[src/rtl/exc_ctrl.sv]
// rtl/exc_ctrl.sv - MEM-stage exception/interrupt sequencer feeding CP0 with flush and PC redirect.
// Optional EXC_TIMER_INT_EN adds a sticky count/compare timer interrupt on hw_int_sync[5].
module exc_ctrl #(
  parameter logic [31:0] EXC_VECTOR      = 32'hBFC00380,
  parameter int          INT_SYNC_STAGES = 2
) (
  input  logic        clk,
  input  logic        rst,
  input  logic        mem_valid,
  input  logic [31:0] mem_pc,
  input  logic        mem_indelayslot,
  input  logic [31:0] mem_badvaddr,
  input  logic        exc_adel_if,
  input  logic        exc_ri,
  input  logic        exc_ov,
  input  logic        exc_sys,
  input  logic        exc_bp,
  input  logic        exc_adel_mem,
  input  logic        exc_ades_mem,
  input  logic        is_eret,
  input  logic [5:0]  hw_int,
  input  logic        mem_busy,
  input  logic [31:0] cp0_status,
  input  logic [31:0] cp0_cause,
  input  logic [31:0] cp0_epc,
`ifdef EXC_TIMER_INT_EN
  input  logic [31:0] cp0_count,
  input  logic [31:0] cp0_compare,
  input  logic        compare_wr,
`endif
  output logic        cp0_en,
  output logic [4:0]  cp0_exctype,
  output logic [31:0] cp0_pc,
  output logic        cp0_indelayslot,
  output logic [31:0] cp0_badvaddr,
  output logic [5:0]  hw_int_sync,
  output logic        stall_req,
  output logic        flush,
  output logic        redirect_valid,
  output logic [31:0] redirect_pc
);

  localparam logic [4:0] CODE_INT  = 5'h00;
  localparam logic [4:0] CODE_ADEL = 5'h04;
  localparam logic [4:0] CODE_ADES = 5'h05;
  localparam logic [4:0] CODE_SYS  = 5'h08;
  localparam logic [4:0] CODE_BP   = 5'h09;
  localparam logic [4:0] CODE_RI   = 5'h0a;
  localparam logic [4:0] CODE_OV   = 5'h0c;
  localparam logic [4:0] CODE_ERET = 5'h0e;

  typedef enum logic [1:0] {IDLE, WAIT, COMMIT} state_t;
  state_t state, state_nxt;

  logic [5:0]  sync_q [INT_SYNC_STAGES];
  logic [4:0]  code_q, code_sel;
  logic [31:0] pc_q, badvaddr_q, badvaddr_sel;
  logic        ds_q;
  logic        int_req, exc_any, candidate;

  always_ff @(posedge clk) begin
    if (rst) begin
      for (int i = 0; i < INT_SYNC_STAGES; i++) sync_q[i] <= '0;
    end else begin
      sync_q[0] <= hw_int;
      for (int i = 1; i < INT_SYNC_STAGES; i++) sync_q[i] <= sync_q[i-1];
    end
  end

`ifdef EXC_TIMER_INT_EN
  logic timer_pending;
  // Software clearing via compare_wr must win over a coincident match.
  always_ff @(posedge clk) begin
    if (rst)                           timer_pending <= 1'b0;
    else if (compare_wr)               timer_pending <= 1'b0;
    else if (cp0_count == cp0_compare) timer_pending <= 1'b1;
  end
  assign hw_int_sync = sync_q[INT_SYNC_STAGES-1] | {timer_pending, 5'b0};
`else
  assign hw_int_sync = sync_q[INT_SYNC_STAGES-1];
`endif

  assign int_req = cp0_status[0] & ~cp0_status[1] &
                   (|{cp0_status[15:10] & hw_int_sync, cp0_status[9:8] & cp0_cause[9:8]});
  assign exc_any = int_req | exc_adel_if | exc_ri | exc_ov | exc_sys | exc_bp |
                   exc_adel_mem | exc_ades_mem | is_eret;
  assign candidate = ~rst & mem_valid & (state == IDLE) & exc_any;

  always_comb begin
    code_sel     = CODE_ERET;
    badvaddr_sel = '0;
    if (int_req)           code_sel = CODE_INT;
    else if (exc_adel_if) begin
      code_sel     = CODE_ADEL;
      badvaddr_sel = mem_pc;
    end
    else if (exc_ri)       code_sel = CODE_RI;
    else if (exc_ov)       code_sel = CODE_OV;
    else if (exc_sys)      code_sel = CODE_SYS;
    else if (exc_bp)       code_sel = CODE_BP;
    else if (exc_adel_mem) begin
      code_sel     = CODE_ADEL;
      badvaddr_sel = mem_badvaddr;
    end
    else if (exc_ades_mem) begin
      code_sel     = CODE_ADES;
      badvaddr_sel = mem_badvaddr;
    end
  end

  always_ff @(posedge clk) begin
    if (rst) begin
      state      <= IDLE;
      code_q     <= '0;
      pc_q       <= '0;
      ds_q       <= 1'b0;
      badvaddr_q <= '0;
    end else begin
      state <= state_nxt;
      if (candidate) begin
        code_q     <= code_sel;
        pc_q       <= mem_pc;
        ds_q       <= mem_indelayslot;
        badvaddr_q <= badvaddr_sel;
      end
    end
  end

  always_comb begin
    state_nxt       = state;
    stall_req       = 1'b0;
    cp0_en          = 1'b0;
    cp0_exctype     = '0;
    cp0_pc          = '0;
    cp0_indelayslot = 1'b0;
    cp0_badvaddr    = '0;
    flush           = 1'b0;
    redirect_valid  = 1'b0;
    redirect_pc     = '0;
    case (state)
      IDLE: begin
        if (candidate) begin
          stall_req = 1'b1;
          state_nxt = mem_busy ? WAIT : COMMIT;
        end
      end
      WAIT: begin
        stall_req = 1'b1;
        if (!mem_busy) state_nxt = COMMIT;
      end
      COMMIT: begin
        cp0_en          = 1'b1;
        cp0_exctype     = code_q;
        cp0_pc          = pc_q;
        cp0_indelayslot = ds_q;
        cp0_badvaddr    = badvaddr_q;
        flush           = 1'b1;
        redirect_valid  = 1'b1;
        redirect_pc     = (code_q == CODE_ERET) ? cp0_epc : EXC_VECTOR;
        state_nxt       = IDLE;
      end
      default: state_nxt = IDLE;
    endcase
  end

  logic unused_bits;
  assign unused_bits = &{1'b0, cp0_status[31:16], cp0_status[7:2], cp0_cause[31:10], cp0_cause[7:0]};

endmodule

[config.mk]
export PLATFORM = sky130hd
export DESIGN_NAME = exc_ctrl
export DESIGN_NICKNAME = d
export VERILOG_FILES = /design/src/rtl/exc_ctrl.sv
export SDC_FILE = /design/constraint.sdc
export NUM_CORES = 1
export LEC_CHECK = 0
export CAP_MARGIN = 10
export CORE_MARGIN = 3
export CORE_UTILIZATION = 34
export DETAILED_ROUTE_END_ITERATION = 16
export PLACE_DENSITY = 0.78
export SLEW_MARGIN = 40
export SYNTH_ARGS = -nofsm -noshare
export SYNTH_HDL_FRONTEND = slang
export SYNTH_SLANG_ARGS = --single-unit
[constraint.sdc]
create_clock -name clk -period 3.5 [get_ports clk]
set_input_delay 1.05 -clock clk [delete_from_list [all_inputs] [get_ports clk]]
set_output_delay 1.05 -clock clk [all_outputs]
set_load 0.05 [all_outputs]
==> impl_metrics.toml, run 1 <==
[status]
status = "complete, no violations"

[placement]
numPortBuffers = 237
dp_hpwl_microns = 11000
gp_congestion = 0.796

[logic_synthesis]
synth.distinct_cells = 38
synth_top_cell_by_area = "dfxtp_1"
synth_top_cell_area_share_pct = 35.3
syn_avg_cell_area_sq_um = 8.82
synth_area_leaders = "dfxtp_1 (35%), and2_1 (12%), mux2_1 (7.9%)"
syn_inst = 533
syn_area_sq_um = 4700
ys_ff_latch = 83
synth_nets = 712
seq_area_frac_synth_pct = 35.3
yosys_warnings = 0

[hold_path]
hold_path.class = "reg -> reg"

[global_route]
grt_antenna_before_repair = 1
use_met2_pct = 34.6
busiest_layer = "met2"
overflow = 0
grt_pass1_vias = 4810
grt_max_degree = 101
grt_first_pass_wirelength_microns = 24600
grt_usage_pct = 20.4
use_met1_pct = 24.7
met3_usage_pct = 6.95

[pwr]
p_int_mw = 1.93
p_leak_nw = 2.99
power_switching_uw = 656
ir_drop_mv = 0.386
p_total_mw = 2.59
pwr-share-clk_pct = 40.0
p_per_area_nw_per_um2 = 340
switching_share_pct = 25.4
p_seq_share_pct = 39.8
p_comb_share_pct = 20.3

[sta]
finalCritPeriodShare_pct = 99.8
worst_clock_skew_ns = 0.00605
post-route-min-period_ns = 3.49
rsz0062_at_grt = "yes"
finalSetupTns_ns = 0
max-slew-margin-rel_pct = 50.6
hold_ws_ns = 0.439
fmax_mhz = 286
finalHoldViolCount = 0
report.final.slew_viol_count = 0
tightest_slew_ns = 0.741
setup_viol = 0

[clocking]
htreeDepth = 3
cts_num_sinks = 83
cts_tree = "done"
cts-root-buf = "clkbuf_16"
cts_buffers = 9
cts_buffer_depth = 2
clk_latency_ns = 0.33
clk_pin_slew_ns = 0.06

[route]
drt_pre_antenna_iters = 4
wirelength_microns = 16000
drc = 0
avgViaCountPerCell = 5.21
drt-initial-drc-count = 278
ant_nets = 0
vias = 4731
wl_per_cell_microns = 17.7

[die]
dieArea_sq_um = 15300
die_y_microns = 124
initial_core_util_pct = 35.1
row_count = 42
core_area_sq_um = 13400
die_w_microns = 124
io_pins = 291

[layout]
area_growth_pct = 61.6
drive_gt1_share_pct = 20.9
final.fill_count = 1191
n_antenna_cell = 0
nets = 906

[worst_setup_path]
cp_max_fo = 2
criticalPathCategory = "in -> out"
crit_required_ns = 2.45
cp-start-kind = "input port"
end_kind = "output port"
arrival_ns = 2.44

[run]
drv_cap = 0
placed cells by master (no fill, tap or decap), types with 2 or more instances in the layout:
master             n
clkinv_1           2
bufinv_16          2
nor4b_1           32
buf_4             85
a31o_1            18
nand2b_1          19
nand2_1            2
a21oi_1            2
o21ai_1           18
or4_1             18
or2_2              2
and2_1            89
nor2_1            27
a32oi_1           32
nor2b_1           46
dlygate4sd2_1      2
buf_6              3
clkbuf_16          9
buf_12            33
clkbuf_8           2
buf_2              3
clkdlybuf4s50_1  124
a22oi_1            3
dfxtp_1           83
nor4_1            18
mux2_1            33
inv_1              2
cells in the mapped netlist, drive strengths merged:
library cell,n
a2111oi,1
a21bo,1
a21boi,1
a21oi,3
a22oi,4
a31o,18
a32oi,32
a41oi,1
and2,89
and3,1
buf,22
clkbuf,47
clkinv,1
conb,1
dfxtp,83
inv,3
mux2,33
nand2,2
nand2b,19
nand4b,1
nor2,28
nor2b,46
nor3,1
nor4,18
nor4b,33
o21a,1
o21ai,19
o21bai,1
o31ai,1
or2,2
or3,1
or4,19
flip-flops by register name, summed over array words and instances (netlist names):
register	flops
badvaddr_q	32
pc_q	32
sync_q	12
code_q	4
state	2
ds_q	1
cell type report:
| type | count | area (sq um) | area share (%) |
|---|---|---|---|
| multi-input cells | 377 | 2750 | 36.2 |
| repair buffers | 252 | 2630 | 34.6 |
| flip-flops and latches | 83 | 1660 | 21.9 |
| clock buffers | 12 | 256 | 3.38 |
| well taps | 176 | 220 | 2.90 |
| clock inverters | 4 | 72.6 | 0.955 |
| inverters | 4 | 15.0 | 0.198 |
worst max-delay path, cell delays in order:
cell and delay (ns):
buf_6 0.09, or4_4 0.56, o31ai_4 0.26, a21boi_4 0.24, a21oi_4 0.07, buf_8 0.15
worst paths after layout:
check                     from             to  slack (ns)  cells after the start
setup / recovery       exc_sys      stall_req       0.006                      6
hold / removal    sync_q[0][4]  sync_q[0][10]        0.44                      1
setup reg to reg      state[1]       pc_q[13]        1.38                      6
hold reg to reg   sync_q[0][4]  sync_q[0][10]        0.44                      1
power by group through the flow:
stage	registers (mW)	clock network, mW	logic, mW
6_report	1.03	1.03	0.524
5_1_grt	1.03	1.10	0.560
4_1_cts	1.03	1.06	0.524
3_5_place_dp	1.05	0	0.520
2_1_floorplan	1.04	0	0.284
3_3_place_gp	1.05	0	0.512
metrics by stage:
stage	setup slack (ns)	util, %	std cells	cell area, sq um
final	0.00622	56.7	908	7600
after global routing	-0.0328	56.7	908	7600
after CTS	0.00460	56.6	907	7580
after detailed placement	-0.365	54.2	892	7260
after global placement	-0.398	54.2	892	7260
after floorplan	-0.170	-	533	4720
what timing repair did:
action | CTS | global route
setup endpoints to repair | 1 | 1
resized for setup | 20 | 3
pin swaps | 6 | 3
setup buffers | 0 | 1
hold buffers | 0 | 0
cell families after synthesis:
family	synth area share, %
flip-flops	35.3
AO/OA/AOI/OAI	13.7
other	0.0798
AND/OR/NAND/NOR	35.5
buffers and inverters	7.48
multiplexers	7.90
layer usage:
layer  vias to the layer above  share of wire, %
met5                         -             0.081
met4                         2               1.2
met3                        17               8.8
met2                       200                50
met1                      2232                40
li1                       2280                 -
(Power assumes the default switching activity.)
==> run 2, diff against run 1 <==
- CTS_CLUSTER_DIAMETER: not set -> 30
- TNS_END_PERCENT: not set -> 50
==> results of run 2 <==
No change in the layout: final DEF, timing and power equal those of run 1.
